## src/rtl/clock_set_ctrl_pkg.sv

```systemverilog
// Shared definitions for the wall-clock set controller: state encoding and
// default timing constants derived from the 100 MHz system clock.
package clock_set_ctrl_pkg;

    typedef enum logic [1:0] {
        RUN     = 2'd0,
        SET_HR  = 2'd1,
        SET_MIN = 2'd2
    } state_t;

    localparam int CLK_HZ                = 100_000_000;
    localparam int REPEAT_DELAY_DEFAULT  = CLK_HZ / 2;
    localparam int REPEAT_PERIOD_DEFAULT = CLK_HZ / 10;
    localparam int BLINK_HALF_DEFAULT    = CLK_HZ / 4;
    localparam int TIMEOUT_TICKS_DEFAULT = 30;

endpackage

```

## src/rtl/clock_set_ctrl_btn_repeat.sv

```systemverilog
// Press-edge detector with hold-to-repeat counter. o_strobe fires on the press
// and then at REPEAT_DELAY and every REPEAT_PERIOD while the button stays held.
module btn_repeat
    import clock_set_ctrl_pkg::*;
#(
    parameter int REPEAT_DELAY  = REPEAT_DELAY_DEFAULT,
    parameter int REPEAT_PERIOD = REPEAT_PERIOD_DEFAULT
) (
    input  logic clk,
    input  logic reset,
    input  logic i_btn,
    input  logic i_en,
    output logic o_press,
    output logic o_strobe
);

    localparam int CW = $clog2(REPEAT_DELAY + 1);
    localparam logic [CW-1:0] C_LAST   = CW'(REPEAT_DELAY - 1);
    localparam logic [CW-1:0] C_RELOAD = CW'(REPEAT_DELAY - REPEAT_PERIOD);

    logic          r_btn;
    logic [CW-1:0] r_cnt;
    logic          w_rep;

    // A non-zero count means "armed": only a press seen while enabled starts it.
    assign o_press  = i_btn & ~r_btn;
    assign w_rep    = i_btn & ~o_press & (r_cnt == C_LAST);
    assign o_strobe = i_en & (o_press | w_rep);

    always_ff @(posedge clk) begin
        if (reset) begin
            r_btn <= 1'b0;
            r_cnt <= '0;
        end else begin
            r_btn <= i_btn;
            if (!i_en || !i_btn) begin
                r_cnt <= '0;
            end else if (o_press) begin
                r_cnt <= CW'(1);
            end else if (r_cnt == C_LAST) begin
                r_cnt <= C_RELOAD;
            end else if (r_cnt != '0) begin
                r_cnt <= r_cnt + 1'b1;
            end
        end
    end

endmodule

```

## src/rtl/clock_set_ctrl.sv

```systemverilog
// Run/set sequencer for the seconds/minutes/hours counter chain: forwards
// carries in RUN, turns buttons into advance strobes in SET modes, blinks the field.
module clock_set_ctrl
    import clock_set_ctrl_pkg::*;
#(
    parameter int REPEAT_DELAY  = REPEAT_DELAY_DEFAULT,
    parameter int REPEAT_PERIOD = REPEAT_PERIOD_DEFAULT,
    parameter int BLINK_HALF    = BLINK_HALF_DEFAULT,
    parameter int TIMEOUT_TICKS = TIMEOUT_TICKS_DEFAULT
) (
    input  logic       clk,
    input  logic       reset,
    input  logic       tick_1hz,
    input  logic       btn_mode,
    input  logic       btn_inc,
    input  logic       sec_wrap,
    input  logic       min_wrap,
    output logic       sec_inc,
    output logic       sec_clr,
    output logic       min_inc,
    output logic       hr_inc,
    output logic       blank_hr,
    output logic       blank_min,
    output logic [1:0] mode
);

    localparam int TW = $clog2(TIMEOUT_TICKS + 1);
    localparam int BW = $clog2(BLINK_HALF + 1);
    localparam logic [TW-1:0] C_TO_LAST = TW'(TIMEOUT_TICKS - 1);
    localparam logic [BW-1:0] C_PH_LAST = BW'(BLINK_HALF - 1);

    state_t        r_state;
    logic          r_mode_btn;
    logic [TW-1:0] r_to;
    logic [BW-1:0] r_ph;
    logic          r_blink;
    logic          r_sec_inc, r_sec_clr, r_min_inc, r_hr_inc;

    logic w_mode_press, w_inc_press, w_any_press;
    logic w_set, w_legal, w_timeout, w_chg, w_rep_en, w_inc_strobe;

    assign w_mode_press = btn_mode & ~r_mode_btn;
    assign w_any_press  = w_mode_press | w_inc_press;
    assign w_set        = (r_state == SET_HR) | (r_state == SET_MIN);
    assign w_legal      = w_set | (r_state == RUN);
    // A press in the timeout cycle restarts the timer instead of leaving.
    assign w_timeout    = w_set & tick_1hz & ~w_any_press & (r_to == C_TO_LAST);
    // Every mode press moves the state, so it alone marks a transition.
    assign w_chg        = w_mode_press | w_timeout | ~w_legal;
    assign w_rep_en     = w_set & ~w_chg;

    btn_repeat #(
        .REPEAT_DELAY (REPEAT_DELAY),
        .REPEAT_PERIOD(REPEAT_PERIOD)
    ) u_inc (
        .clk     (clk),
        .reset   (reset),
        .i_btn   (btn_inc),
        .i_en    (w_rep_en),
        .o_press (w_inc_press),
        .o_strobe(w_inc_strobe)
    );

    always_ff @(posedge clk) begin
        if (reset) begin
            r_state    <= RUN;
            r_mode_btn <= 1'b0;
            r_to       <= '0;
            r_ph       <= '0;
            r_blink    <= 1'b0;
            r_sec_inc  <= 1'b0;
            r_sec_clr  <= 1'b0;
            r_min_inc  <= 1'b0;
            r_hr_inc   <= 1'b0;
        end else begin
            r_mode_btn <= btn_mode;
            case (r_state)
                RUN:     if (w_mode_press) r_state <= SET_HR;
                SET_HR:  if (w_mode_press) r_state <= SET_MIN;
                         else if (w_timeout) r_state <= RUN;
                SET_MIN: if (w_mode_press || w_timeout) r_state <= RUN;
                default: r_state <= RUN;
            endcase

            r_sec_inc <= (r_state == RUN) & ~w_chg & tick_1hz;
            r_sec_clr <= (r_state == SET_MIN) & (w_mode_press | w_timeout);
            r_min_inc <= (r_state == RUN) ? sec_wrap : ((r_state == SET_MIN) & w_inc_strobe);
            r_hr_inc  <= (r_state == RUN) ? min_wrap : ((r_state == SET_HR) & w_inc_strobe);

            if (w_chg || w_any_press) begin
                r_to <= '0;
            end else if (w_set && tick_1hz) begin
                r_to <= r_to + 1'b1;
            end

            if (w_chg || w_inc_strobe) begin
                r_ph    <= '0;
                r_blink <= 1'b0;
            end else if (r_ph == C_PH_LAST) begin
                r_ph    <= '0;
                r_blink <= ~r_blink;
            end else begin
                r_ph <= r_ph + 1'b1;
            end
        end
    end

    assign sec_inc   = r_sec_inc;
    assign sec_clr   = r_sec_clr;
    assign min_inc   = r_min_inc;
    assign hr_inc    = r_hr_inc;
    assign blank_hr  = (r_state == SET_HR) & r_blink;
    assign blank_min = (r_state == SET_MIN) & r_blink;
    assign mode      = r_state;

endmodule

```

## config.mk

```make
export PLATFORM = sky130hd
export DESIGN_NAME = clock_set_ctrl
export DESIGN_NICKNAME = d
export VERILOG_FILES = /design/src/rtl/clock_set_ctrl_pkg.sv /design/src/rtl/clock_set_ctrl_btn_repeat.sv /design/src/rtl/clock_set_ctrl.sv
export SDC_FILE = /design/constraint.sdc
export NUM_CORES = 1
export LEC_CHECK = 0
export ABC_CLOCK_PERIOD_IN_PS = 2900
export CAP_MARGIN = 0
export CORE_MARGIN = 5
export CORE_UTILIZATION = 57
export DETAILED_ROUTE_END_ITERATION = 8
export GPL_TIMING_DRIVEN = 0
export PLACE_DENSITY = 0.84
export REMOVE_ABC_BUFFERS = 1
export SLEW_MARGIN = 25
export SYNTH_ARGS = -nofsm -noshare
export SYNTH_HDL_FRONTEND = slang
export SYNTH_SLANG_ARGS = --single-unit
export TNS_END_PERCENT = 30
```

## constraint.sdc

```tcl
create_clock -name clk -period 2.9 [get_ports clk]
set_input_delay 0.58 -clock clk [delete_from_list [all_inputs] [get_ports clk]]
set_output_delay 0.58 -clock clk [all_outputs]
set_load 0.1 [all_outputs]
```

==> results of run 1 <==
## critical path, stage by stage, from the launching register on
cell,delay (ns)
dfxtp_1,0.39
inv_1,0.10
ha_1,0.36
nand4_1,0.13
o311ai_0,0.86
nor2_1,0.24
nand3_2,0.35
nor2_1,0.10
## repair_timing
action / 4_1_cts / 5_1_grt
setup endpoints to repair: 1 / 1
hold buffers: 0 / 0
gates resized for setup: 1 / 1
setup buffers: 0 / 0
## per-stage QoR
stage	hold WS [ns]	instance area, um2	util [%]	cells
global placement	0.458	3240	62.7	436
detailed placement	0.474	3240	62.7	436
floorplan	0.442	3020	-	352
global route	0.520	3440	66.5	451
finish	0.477	3440	66.5	451
CTS	0.490	3440	66.4	451
## how the worst max path moves through the flow
| stage | start | end | slack (ns) |
|---|---|---|---|
| 2_1_floorplan | mode[0] | r_ph[11] | 0.01 |
| 3_3_place_gp | tick_1hz | u_inc.r_cnt[5] | 0.03 |
| 3_5_place_dp | tick_1hz | u_inc.r_cnt[8] | 0.03 |
| 4_1_cts | mode[0] | blank_min | 0.04 |
| 5_1_grt | mode[0] | u_inc.r_cnt[15] | 0.009 |
| 6_report | mode[0] | u_inc.r_cnt[8] | 0.24 |
## layout make-up
cell class,instances,share of cell area (%)
clock buffers,12,4.51
repair buffers,14,4.11
flip-flops and latches,65,37.8
well taps,70,2.55
clock inverters,3,1.16
inverters,13,1.42
multi-input cells,274,48.4
## placed cells by master, fill, tap and decap left out, types with 6 or more instances in the layout
master and n:
nor2_1 73, dfxtp_1 65, xnor2_1 28, nand2_1 27, xor2_1 24, nand3_1 21
inv_1 13, nand4_1 12, nor3_1 12, clkdlybuf4s50_1 12, nor4_1 11, clkbuf_8 11
and3_1 9, ha_1 9, a21oi_1 7, nor2b_1 6
## flip-flops by register name, summed over array words and instances (netlist names)
| register | flops |
|---|---|
| sec_clr | 1 |
| min_inc | 1 |
| r_to | 5 |
| r_blink | 1 |
| sec_inc | 1 |
| r_ph | 25 |
| r_mode_btn | 1 |
| u_inc.r_cnt | 26 |
| mode | 2 |
| hr_inc | 1 |
| u_inc.r_btn | 1 |
## report_power, final
group          leakage, nW  internal [W]  switching, W  total [W]
registers            0.525      0.000902    0.00000827   0.000911
clock network        0.102      0.000437      0.000337   0.000773
logic                0.537     0.0000370     0.0000841   0.000121
## kinds of logic after synthesis
family,Yosys count
flip-flops,65
AND/OR/NAND/NOR,196
AO/OA/AOI/OAI,16
XOR/XNOR,52
adder cells (fa/ha/maj),9
buffers and inverters,21
multiplexers,1
## metal layers
metal  up-vias  routed length [um]  track usage [%]
met3        10                 267             4.55
met5         -                   0                0
met2        54                2680             27.3
met4         0                 102             8.47
met1      1137                2790             22.5
li1       1248                   -                -
==> results.txt, run 1 <==
area of the die: 0.00694 mm2
DR pass1 iterations: 4
# nets final: 393
mapped cell area: 0.00307 mm2
clk_lat worst skew: 0.35 ns
Post-DP HPWL: 3880 um
largest family of logic cells by synthesized area: simple AND/OR/NAND/NOR gates
Worst Max-Slew Pin Slew: 0.970 ns
initial antenna violation count: 0
setup_tns: 0 ns
largest net degree at the start of global routing: 18
Clock Path Buffers: 2
top post-synthesis cells by count: nor2_1 (73), dfxtp_1 (65), xnor2_1 (28), nand2_1 (27), xor2_1 (24)
Final Cycle Share: 91.6%
FFs w/ async S/R, synth: 0%
worst slack at placement: 0.0335 ns
Final min period: 2.66 ns
skew final: 0.00781 ns
RD Place Congestion: 0.820
element type at the critical path start: flip-flop
Vias/cell: 5.43
port bufs: 14
mux cell area share after synthesis: 0.327%
CTS tree: done
vias in the first global route: 2314
Die Wd: 83.3 um
IO Pins: 15
PwrDens: 525 mW/mm2
DR iter-0 viols: 148
area fraction in compound gates after synthesis: 3.84%
status: complete, no violations
RSZ-0062 raised after global routing: false
final worst-path setup slack: 0.245 ns
Worst Hold Path Cells: 1
top-count cell post-synth: nor2_1
Crit Path Max Fanout: 17
final hold vios: 0
global-route wire length before repair: 10200 um
via count of the routed design: 2449
area fraction of the dominant cell type after synthesis: 42.4%
Worst-path clk slew: 0.07 ns
Final Max Slew Viols: 0
layout cells sized above 1: 4.99%
post-synthesis register bit count: 65
Worst Path Required: 3.12 ns
register area share after synthesis: 42.4%
Post-synth EDFFs: 0
Arr. time, crit path: 2.88 ns
HP Class: reg -> reg
Yosys top cell by area: dfxtp_1
final setup fails: 0
Synth cell types: 37
post-DR wirelength/cell: 13.0 um
Syn. warnings: 0
CTS root buf: clkbuf_8
largest cells by area after synthesis: dfxtp_1 (42%), nor2_1 (8.9%), xnor2_1 (8.0%)
r2r endpoint: u_inc.r_cnt[8]
LEAKAGE: 1.16 nW
Final ANT Viol Nets: 0
Routed WL: 5840 um
ys flop type: dfxtp_1
Core Box Area: 0.00517 mm2
Reg area: 0.00130 mm2
Starting Density: 59.3%
CP Class: reg -> reg
total track usage: 17.6%
worst r2r src: mode[0]
Die Height: 83.3 um
Clock Sinks: 65
CP Capture Type: flip-flop
Reg2Reg Setup Slack: 0.24 ns
Worst VDD drop: 378 uV
simple-gate share of the synthesized area: 31.6%
Multi-input gate area: 0.00167 mm2
Hold EP: r_ph[0]
DRC violations left: 0
Fill cells: 408
Post-Synth Adder-Cell Area: 3.67%
ant diodes: 0
Final Power: 0.00181 W
Cell Rows: 26
worst reg2reg path depth: 7
Max Clock Freq: 377 MHz
Worst slew margin: 34.5%
Num CTS Buffers: 9
Syn Area/Cell: 8.52 um2
layout overhead on the synthesized area: 12.2%
Hold Crit Start: r_ph[0]
Syn Inst Count: 360
grt total ovfl: 0
max cap viols: 0
H-tree Lvls: 3
XOR/XNOR Fraction of Synth Area: 14.9%
(Power assumes the default switching activity.)
==> run 2, diff against run 1 <==
==> constraint.sdc (replaced) <==
create_clock -name clk -period 2.9 [get_ports clk]
set_input_delay 0.29 -clock clk [delete_from_list [all_inputs] [get_ports clk]]
set_output_delay 0.29 -clock clk [all_outputs]
set_load 0.1 [all_outputs]
==> run 2 against run 1 <==
Combinational power about the same. Clock power down 0.6%. Critical path depth unchanged. Largest power group unchanged. Die area unchanged. Clock skew down 0.00074 ns. Utilization about the same. Fmax up 0.21%. Non-clock buffer count unchanged. Routed wire length down 1.3%. Final cell count unchanged. Clock-buffer cell count unchanged. Design area about the same. Critical endpoint unchanged.
==> results.txt, run 2 (synthesized netlist as in run 1, its figures left out) <==
Worst Max-Slew Pin Slew: 0.971 ns
Final Max Slew Viols: 0
CTS root buf: clkbuf_8
Vias/cell: 5.43
Clock Path Buffers: 2
LEAKAGE: 1.14 nW
Routed WL: 5760 um
DRC violations left: 0
placed cell count: 436
Clock Sinks: 65
Worst VDD drop: 376 uV
Final min period: 2.65 ns
global-route wire length before repair: 10200 um
Cell Rows: 26
r2r endpoint: u_inc.r_cnt[8]
Arr. time, crit path: 2.87 ns
Reg2Reg Setup Slack: 0.25 ns
Post-DP HPWL: 3880 um
biggest regs: u_inc.r_cnt: 26 flops, r_ph: 25 flops, r_to: 5 flops
most frequent cells in the layout: nor2_1 (73), dfxtp_1 (65), xnor2_1 (28), nand2_1 (27), xor2_1 (24)
via count of the routed design: 2451
Fill cells: 408
total track usage: 17.6%
Die Height: 83.3 um
Crit Path Max Fanout: 17
IO Pins: 15
# Post-CTS Setup Buffers: 0
vias in the first global route: 2314
PwrDens: 523 mW/mm2
HP Class: reg -> reg
post-DR wirelength/cell: 12.8 um
final setup fails: 0
Top reg by flops: u_inc.r_cnt
Multi-input gate area: 0.00167 mm2
Worst Hold Path Cells: 1
leading cell type in the layout, fill and taps excluded: nor2_1
Worst slew margin: 34.5%
RD Place Congestion: 0.820
final hold slack: 0.477 ns
Hold Crit Start: r_ph[0]
final hold vios: 0
RSZ-0062 raised after global routing: false
max cap viols: 0
Num CTS Buffers: 9
port bufs: 14
Resized Gates After CTS: 0
area of the die: 0.00694 mm2
initial antenna violation count: 0
Final Cycle Share: 91.4%
status: complete, no violations
worst reg2reg path depth: 7
DR pass1 iterations: 4
Starting Density: 59.3%
CP Capture Type: flip-flop
Worst-path clk slew: 0.07 ns
Finished Layout Cells: 451
Final ANT Viol Nets: 0
largest net degree at the start of global routing: 18
Die Wd: 83.3 um
CTS tree: done
worst r2r src: mode[0]
Hold EP: r_ph[0]
setup_tns: 0 ns
layout overhead on the synthesized area: 12.2%
# nets final: 393
clk_lat worst skew: 0.34 ns
CP Class: reg -> reg
ant diodes: 0
Largest register FFs: 26
layout cells sized above 1: 4.99%
element type at the critical path start: flip-flop
Reg area: 0.00130 mm2
skew final: 0.00707 ns
grt total ovfl: 0
Max Clock Freq: 377 MHz
DR iter-0 viols: 140
hold buffer count at CTS: 0
Worst Path Required: 3.12 ns
Final Power: 0.00180 W
H-tree Lvls: 3
Core Box Area: 0.00517 mm2
-- run 2: cell count changes in the layout (fill, tap and decap cells not counted) --
cell,delta
clkdlybuf4s50_1,+2
dlygate4sd2_1,-1
dlymetal6s2s_1,-1
-- run 2: worst max-delay path, stage by stage (launching register included) --
cell	delay [ns]
dfxtp_1	0.40
inv_1	0.10
ha_1	0.35
nand4_1	0.13
o311ai_0	0.86
nor2_1	0.24
nand3_2	0.34
nor2_1	0.10
-- run 2: metal layers --
metal,GRT usage (%),wire [um],up-vias
met2,27.3,2660,51
met4,8.47,111,0
met3,4.55,253,10
met5,0,0,-
li1,-,-,1249
met1,22.5,2740,1141
-- run 2: area by class of cell --
type | instances | area share, %
sequential | 65 | 37.8
multi-input combinational | 274 | 48.4
clock buffer | 12 | 4.51
inverter | 13 | 1.42
timing repair buffer | 14 | 4.08
tap | 70 | 2.55
clock inverter | 3 | 1.16
-- run 2: worst max path at each step --
| stage | startpoint | end | slack, ns | depth (start not counted) |
|---|---|---|---|---|
| 5_1_grt | mode[1] | u_inc.r_cnt[15] | 0.005 | 7 |
| 4_1_cts | mode[1] | u_inc.r_cnt[8] | 0.27 | 7 |
| 2_1_floorplan | mode[0] | r_ph[11] | 0.01 | 7 |
| 3_5_place_dp | mode[1] | u_inc.r_cnt[8] | 0.32 | 7 |
| 3_3_place_gp | tick_1hz | u_inc.r_cnt[5] | 0.32 | 6 |
| 6_report | mode[0] | u_inc.r_cnt[8] | 0.25 | 7 |
-- run 2: metrics by stage --
stage               utilization [%]  setup WS [ns]  cell area [um2]
detailed placement             62.7          0.323             3240
CTS                            66.5          0.268             3440
floorplan                         -         0.0137             3020
global placement               62.7          0.318             3240
finish                         66.5          0.250             3440
global route                   66.5        0.00507             3440
-- run 2: power by group --
part           switching [W]  internal [W]  leakage, nW
Clock               0.000331      0.000437        0.102
Sequential        0.00000834      0.000903        0.525
Combinational      0.0000838     0.0000370        0.514
==> run 3, diff against run 2 <==
Settings changed: CORE_UTILIZATION 57 to 39, HOLD_SLACK_MARGIN set to 0.02, PLACE_DENSITY 0.84 to 0.64.
==> run 3 against run 2 <==
Hold slack got worse by 0.0027 ns. Final cell count rose by 7.3%. Power rose by 0.73%. Register-to-register slack improved by 0.09 ns. Utilization fell by 21 points. Sequential power barely moved. Setup slack improved by 0.069 ns. Via count barely moved. Flip-flop and latch count did not move. Clock power rose by 2%. Fmax rose by 2.7%. Clock-buffer cell count fell by 2. Critical path type is now reg -> out. Critical endpoint is now blank_hr. Largest power group unchanged.
==> results.txt, run 3 (synthesized netlist as in run 1, its figures left out) <==
status: complete, no violations
Core Box Area: 0.00769 mm2
Clock Sinks: 65
CP Class: reg -> out
area of the die: 0.00973 mm2
element type at the critical path start: flip-flop
final hold vios: 0
Num CTS Buffers: 9
global-route wire length before repair: 10300 um
vias in the first global route: 2326
port bufs: 14
layout overhead on the synthesized area: 13.8%
design area: 0.00349 mm2
Final Cycle Share: 89.0%
Final min period: 2.58 ns
Cell Rows: 32
Die Height: 98.7 um
DR pass1 iterations: 4
CP max stage delay: 1.13 ns
IO Pins: 15
Die Wd: 98.7 um
Top delay family on crit path: buffers and inverters
DR iter-0 viols: 88
placed cell count: 468
RD Place Congestion: 0.821
RSZ-0062 raised after global routing: false
final setup fails: 0
crit path max-delay cell type: clkdlybuf4s50_1
PwrDens: 520 mW/mm2
Finished Layout Cells: 484
biggest regs: u_inc.r_cnt: 26 flops, r_ph: 25 flops, r_to: 5 flops
CTS root buf: clkbuf_8
initial antenna violation count: 0
Arr. time, crit path: 2.29 ns
DRC violations left: 0
post-DR wirelength/cell: 12.1 um
# nets final: 393
worst r2r src: mode[1]
clk_lat worst skew: 0.34 ns
CP startpoint: mode[1]
Post-DP HPWL: 4120 um
Final Max Slew Viols: 0
Resized Gates After CTS: 0
setup_tns: 0 ns
Hold Crit Start: r_ph[0]
skew final: 0.0140 ns
Routed WL: 5840 um
layout cells sized above 1: 5.50%
Largest register FFs: 26
Buf+Inv Stages, Crit Path: 2
Worst-path clk slew: 0.08 ns
Worst Path Required: 2.61 ns
leading cell type in the layout, fill and taps excluded: nor2_1
Starting Density: 39.9%
Top reg by flops: u_inc.r_cnt
largest net degree at the start of global routing: 18
HP Class: reg -> reg
max cap viols: 0
Worst slew margin: 34.6%
Vias/cell: 5.06
CP Capture Type: primary output
Worst Max-Slew Pin Slew: 0.979 ns
Max Clock Freq: 387 MHz
Worst VDD drop: 252 uV
total track usage: 12.7%
ant diodes: 0
Final ANT Viol Nets: 0
hold buffer count at CTS: 0
most frequent cells in the layout: nor2_1 (73), dfxtp_1 (65), xnor2_1 (28), nand2_1 (27), xor2_1 (24)
CTS tree: done
via count of the routed design: 2450
placed cell area: 0.00328 mm2
Clock Path Buffers: 2
grt total ovfl: 0
# Post-CTS Setup Buffers: 0
Crit Path Max Fanout: 5
H-tree Lvls: 3
critical-path cell list: inv_1 > ha_1 > and2_1 > clkdlybuf4s50_1
LEAKAGE: 1.15 nW
[run 3: cell types whose count changed in the layout (fill, tap and decap cells not counted)]
cell	change
clkbuf_1	-1
inv_6	+1
clkinv_4	+2
clkbuf_8	-1
[run 3: per-stage QoR]
step / total power (W) / util, % / setup slack [ns] / hold slack (ns)
floorplan: 0.00102 / - / 0.0137 / 0.359
global placement: 0.00105 / 42.7 / 0.366 / 0.460
detailed placement: 0.00105 / 42.7 / 0.344 / 0.465
CTS: 0.00184 / 45.4 / 0.287 / 0.483
global route: 0.00189 / 45.4 / 0.0723 / 0.510
finish: 0.00181 / 45.4 / 0.319 / 0.475
[run 3: layout make-up]
class,count,area [um2]
fill,783,4200
clock buffer,10,138
timing repair buffer,14,140
multi-input combinational,274,1670
inverter,13,48.8
tap,102,128
clock inverter,6,66.3
sequential,65,1300
[run 3: layer usage]
metal | GRT usage, % | vias to the layer above | wire length (um)
li1 | - | 1252 | -
met5 | 0 | - | 0
met4 | 4.10 | 0 | 73
met3 | 3.40 | 9 | 222
met2 | 21.2 | 44 | 2680
met1 | 15.8 | 1145 | 2870
[run 3: path summary, 6_finish.rpt]
path                                        to  slack (ns)  depth (start not counted)
worst max-delay path                  blank_hr        0.32                          4
worst min-delay path                   r_ph[0]        0.47                          1
worst max register to register  u_inc.r_cnt[5]        0.34                          7
worst min register to register         r_ph[0]        0.47                          1
[run 3: where the power goes]
group	switching, W	internal [W]	leakage, nW	total [W]
combinational	0.0000833	0.0000370	0.514	0.000120
clock	0.000359	0.000423	0.107	0.000782
sequential	0.00000805	0.000902	0.525	0.000910
[run 3: worst reg2reg max path, delay by kind of cell (launching register included)]
kind | cells | cell delay [ns]
AO/OA/AOI/OAI | 1 | 0.75
adder cells (fa/ha/maj) | 1 | 0.36
buffers and inverters | 1 | 0.09
flip-flops | 1 | 0.41
AND/OR/NAND/NOR | 4 | 0.82
